<file path="config.mk">
export PLATFORM = sky130hd
export DESIGN_NAME = mem_port_arbiter
export DESIGN_NICKNAME = d
export VERILOG_FILES = /design/src/rtl/mem_port_arbiter.sv
export SDC_FILE = /design/constraint.sdc
export NUM_CORES = 1
export LEC_CHECK = 0
export CAP_MARGIN = 10
export CORE_MARGIN = 8
export CORE_UTILIZATION = 55
export DETAILED_ROUTE_END_ITERATION = 10
export DONT_BUFFER_PORTS = 1
export PLACE_DENSITY = 0.79
export SYNTH_ARGS = -nofsm -noshare
export SYNTH_HDL_FRONTEND = slang
export SYNTH_SLANG_ARGS = --single-unit
</file>
<file path="constraint.sdc">
create_clock -name clk -period 5.5 [get_ports clk]
set_clock_uncertainty 0.2 [all_clocks]
set_input_delay 0.275 -clock clk [delete_from_list [all_inputs] [get_ports clk]]
set_output_delay 0.275 -clock clk [all_outputs]
set_load 0.02 [all_outputs]
</file>
<file path="src/rtl/mem_port_arbiter.sv">
// Shares one RAM port between fetch and data requesters; ack comes 2+ACCESS_CYCLES cycles after grant (1 cycle for rejected data accesses).
// Requesters hold req until their ack; MEM_ARB_RR_EN selects round-robin instead of data-port priority on collisions.
module mem_port_arbiter #(
    parameter int ACCESS_CYCLES = 1
) (
    input  logic        clk,
    input  logic        reset,
    input  logic        if_req,
    input  logic [31:0] if_addr,
    output logic        if_ack,
    output logic [31:0] if_rdata,
    input  logic        dm_req,
    input  logic        dm_rw,
    input  logic [1:0]  dm_size,
    input  logic [31:0] dm_addr,
    input  logic [31:0] dm_wdata,
    output logic        dm_ack,
    output logic        dm_err,
    output logic [31:0] dm_rdata,
    output logic        ram_enable,
    output logic        ram_rw,
    output logic [31:0] ram_addr,
    output logic [31:0] ram_din,
    output logic [1:0]  ram_size,
    input  logic [31:0] ram_dout
);
    typedef enum logic [1:0] {IDLE, SETUP, STROBE, DONE} state_t;

    localparam logic [3:0] STROBE_LAST = 4'(ACCESS_CYCLES - 1);

    state_t      state_q;
    logic [3:0]  cnt_q;
    logic        grant_dm_q;
    logic        if_ack_q, dm_ack_q, dm_err_q;
    logic [31:0] if_rdata_q, dm_rdata_q;
    logic        ram_enable_q, ram_rw_q;
    logic [31:0] ram_addr_q, ram_din_q;
    logic [1:0]  ram_size_q;
    logic        dm_bad;
    logic        pick_dm_d;

`ifdef MEM_ARB_RR_EN
    logic last_dm_q;
    assign pick_dm_d = dm_req && (!if_req || !last_dm_q);
`else
    assign pick_dm_d = dm_req;
`endif

    assign dm_bad = (dm_size == 2'b11)
                 || (dm_size == 2'b01 && dm_addr[0])
                 || (dm_size == 2'b10 && dm_addr[1:0] != 2'b00);

    always_ff @(posedge clk) begin
        if (reset) begin
            state_q      <= IDLE;
            cnt_q        <= 4'd0;
            grant_dm_q   <= 1'b0;
            if_ack_q     <= 1'b0;
            dm_ack_q     <= 1'b0;
            dm_err_q     <= 1'b0;
            if_rdata_q   <= 32'd0;
            dm_rdata_q   <= 32'd0;
            ram_enable_q <= 1'b0;
            ram_rw_q     <= 1'b0;
            ram_addr_q   <= 32'd0;
            ram_din_q    <= 32'd0;
            ram_size_q   <= 2'b10;
`ifdef MEM_ARB_RR_EN
            last_dm_q    <= 1'b0;
`endif
        end else begin
            if_ack_q <= 1'b0;
            dm_ack_q <= 1'b0;
            dm_err_q <= 1'b0;
            case (state_q)
                IDLE: begin
                    if (pick_dm_d) begin
                        grant_dm_q <= 1'b1;
`ifdef MEM_ARB_RR_EN
                        last_dm_q  <= 1'b1;
`endif
                        // Rejected accesses leave the RAM bus untouched and never strobe.
                        if (dm_bad) begin
                            state_q  <= DONE;
                            dm_ack_q <= 1'b1;
                            dm_err_q <= 1'b1;
                        end else begin
                            ram_addr_q <= dm_addr;
                            ram_size_q <= dm_size;
                            ram_rw_q   <= dm_rw;
                            ram_din_q  <= dm_wdata;
                            state_q    <= SETUP;
                        end
                    end else if (if_req) begin
                        grant_dm_q <= 1'b0;
`ifdef MEM_ARB_RR_EN
                        last_dm_q  <= 1'b0;
`endif
                        ram_addr_q <= if_addr & 32'hFFFF_FFFC;
                        ram_size_q <= 2'b10;
                        ram_rw_q   <= 1'b0;
                        state_q    <= SETUP;
                    end
                end
                SETUP: begin
                    ram_enable_q <= 1'b1;
                    cnt_q        <= 4'd0;
                    state_q      <= STROBE;
                end
                STROBE: begin
                    if (cnt_q == STROBE_LAST) begin
                        ram_enable_q <= 1'b0;
                        state_q      <= DONE;
                        // Read data is taken at the end of the strobe window so it is valid alongside ack.
                        if (grant_dm_q) begin
                            dm_ack_q <= 1'b1;
                            if (!ram_rw_q) dm_rdata_q <= ram_dout;
                        end else begin
                            if_ack_q   <= 1'b1;
                            if_rdata_q <= ram_dout;
                        end
                    end else begin
                        cnt_q <= cnt_q + 4'd1;
                    end
                end
                DONE: state_q <= IDLE;
                default: state_q <= IDLE;
            endcase
        end
    end

    assign if_ack     = if_ack_q;
    assign if_rdata   = if_rdata_q;
    assign dm_ack     = dm_ack_q;
    assign dm_err     = dm_err_q;
    assign dm_rdata   = dm_rdata_q;
    assign ram_enable = ram_enable_q;
    assign ram_rw     = ram_rw_q;
    assign ram_addr   = ram_addr_q;
    assign ram_din    = ram_din_q;
    assign ram_size   = ram_size_q;
endmodule

</file>
==> impl_metrics.yaml <==
outcome:
  status: "finished, final reports clean"
floorplanning:
  start_util: 0.563
  dieArea_um2: 16100
  die_w_um: 127
  rows: 40
  dieHeight_um: 127
  core_area_um2: 12000
  io_pins: 270
routing:
  drcViolationCount: 0
  detail-route-antenna-nets: 0
  avgRoutedWirePerCell_um: 22.0
  via_per_inst: 6.65
  dr.pass1.iters: 5
  drt-initial-drc-count: 559
  drt_wl_total_um: 22400
  dr_total_vias: 6781
cells_and_area:
  drive_gt1_frac: 0.102
  final_area_um2: 8320
  final_cells: 1019
  final_cell_mix: "dfxtp_1, dlygate4sd3_1, nand2_1"
  layout_commonest_cell: "dfxtp_1"
  post-route-util: 0.692
  syn2layout_area_growth_pct: 22.9
  nNetsFinal: 991
sta:
  fin_crit_ns: 3.05
  setup_viol: 0
  finalHoldViolCount: 0
  fin_crit_sh: 0.555
  finalSetupTns_ns: 0
  max_freq_mhz: 327
  tightest_slew_ns: 1.21
  relSlewSlack: 0.196
  rsz0062_at_grt: "false"
  drv_slew: 0
yosys:
  synth_area_leader_cell: "dfxtp_1"
  postSynth.asyncResetShare: 0
  synth_edf_count: 0
  synth_cell_types: 45
  ys_top_cells_by_area: "dfxtp_1, nand3_1, nand2_1"
  synthesis.instances: 808
  syn_nets: 948
  netlist.area_leader.share: 0.420
  synth-seq-cells: 142
  synth.avg_cell_area_um2: 8.37
  yosys_most_used_dff: "dfxtp_1"
  yosysSeqAreaShare: 0.420
  netlist_area_um2: 6770
  ys_warn_count: 0
clocking:
  cts_tree: "done"
  cts_max_path_buffers: 2
  cts_max_level: 4
  clk_latency_ns: 0.41
  cts_root_buffer: "clkbuf_16"
  clk_pin_slew_ns: 0.06
  clock-sinks: 142
  cts-buffers-inserted: 17
global_routing:
  antenna_found_initial: 5
  grt_pass1_wl_um: 34500
  grt_max_degree: 106
  overflow: 0
  grt_pass1_vias: 6469
  grt_usage: 0.263
place:
  place.gp.congestion: 0.770
  place_hpwl_um: 12900
  dp.cells: 876
  io_buffers: 0
  dpl_cell_area_um2: 6620
setup_path:
  r2r_setup_slack_ns: 2.45
  critPathKind: "reg2reg"
  arrival_ns: 3.21
  crit_chain: "inv_1 -> ha_2 -> buf_4 -> nand2_1 -> or4b_1 -> a31oi_1 -> dlygate4sd3_1"
  cp-start-kind: "flop"
  end_kind: "flop"
  slowest_stage: "dlygate4sd3_1"
  critPathBufInv: 3
  path_delay_family: "buffers and inverters"
  critPathMaxStageDelay_ns: 0.57
  worst_ep_required_time_ns: 5.66
  worst-path-max-fanout: 68
worst_hold_path:
  hp-class: "in2reg"
pwr:
  peakVddDrop_mv: 0.263
  p_leak_uw: 0.00278
  power.density_nw_per_um2: 403
run:
  max_cap_violations: 0
==> Yosys cell counts, types with 4 or more instances <==
master / number
or3b_1: 30
nor2_1: 4
buf_2: 29
o21ai_1: 11
nand4_1: 33
o221a_2: 32
a21oi_1: 72
o21ai_0: 59
dfxtp_1: 142
inv_1: 35
mux2i_1: 32
nand2_1: 99
clkbuf_1: 53
o221ai_1: 29
ha_1: 5
o21a_1: 4
nand3_1: 95
==> timing repair <==
item                      CTS  global route
hold endpoints to repair  142             0
hold buffers              103             0
buffers inserted            0             0
gates resized for setup     0             0
==> state kept, by name (all words and copies together) (netlist names) <==
name / flops
ram_enable: 1
dm_ack: 1
state_q: 2
ram_size: 2
ram_addr: 32
dm_rdata: 32
ram_rw: 1
grant_dm_q: 1
ram_din: 32
if_rdata: 32
dm_err: 1
if_ack: 1
cnt_q: 4
==> area by class of cell <==
class	count	area [µm²]
Fill cell	882	3690
Multi-Input combinational cell	540	3370
Sequential cell	142	2840
Timing Repair Buffer	114	1140
Clock buffer	18	439
Tap cell	147	184
Clock inverter	14	180
Inverter	36	135
Antenna cell	8	20.0
==> tightest hold or removal path: stages <==
cell and delay [ns]:
nand3_1 0.05, o221a_2 0.18, o221ai_1 0.10
==> logic make-up after synthesis <==
logic type / Yosys count / synth area share
AND/OR/NAND/NOR: 283 / 0.222
adder cells (fa/ha/maj): 5 / 0.00925
flip-flops: 142 / 0.420
buffers and inverters: 126 / 0.0843
multiplexers: 32 / 0.0473
AO/OA/AOI/OAI: 220 / 0.217
==> path summary, 6_finish.rpt <==
| check | start | to | cells past startpoint |
|---|---|---|---|
| worst max-delay path | state_q[0]$_SDFFE_PP0P_ | ram_size[0]$_SDFFE_PP0P_ | 7 |
| worst min-delay path | if_addr[14] | ram_addr[14]$_SDFFE_PP0P_ | 3 |
| worst max register to register | state_q[0]$_SDFFE_PP0P_ | ram_size[0]$_SDFFE_PP0P_ | 7 |
| worst min register to register | cnt_q[1]$_SDFFE_PP0P_ | cnt_q[1]$_SDFFE_PP0P_ | 2 |
==> routing by layer <==
layer  track usage  share of wire  routed length, µm
met1         0.290           0.36               8060
met2         0.421           0.48              10800
met3         0.107           0.12               2630
met4         0.153          0.042                950
met5             0              0                  0
==> power by group <==
group,leakage [µW],internal [µW],switching (µW)
Combinational,0.00133,300,403
Sequential,0.00115,1170,288
Clock,0.000304,734,458
Total,0.00278,2200,1150
==> stage by stage <==
step | total power (µW) | worst slack (ns) | hold slack [ns]
finish | 3350 | 2.45 | 0.0469
global route | 3510 | 2.33 | 0.0390
CTS | 3360 | 2.50 | 0.0238
detailed placement | 2080 | 2.76 | 0.162
global placement | 2040 | 2.95 | 0.158
floorplan | 1970 | 3.74 | 0.217
No activity file was read; power rests on OpenSTA's default activity.
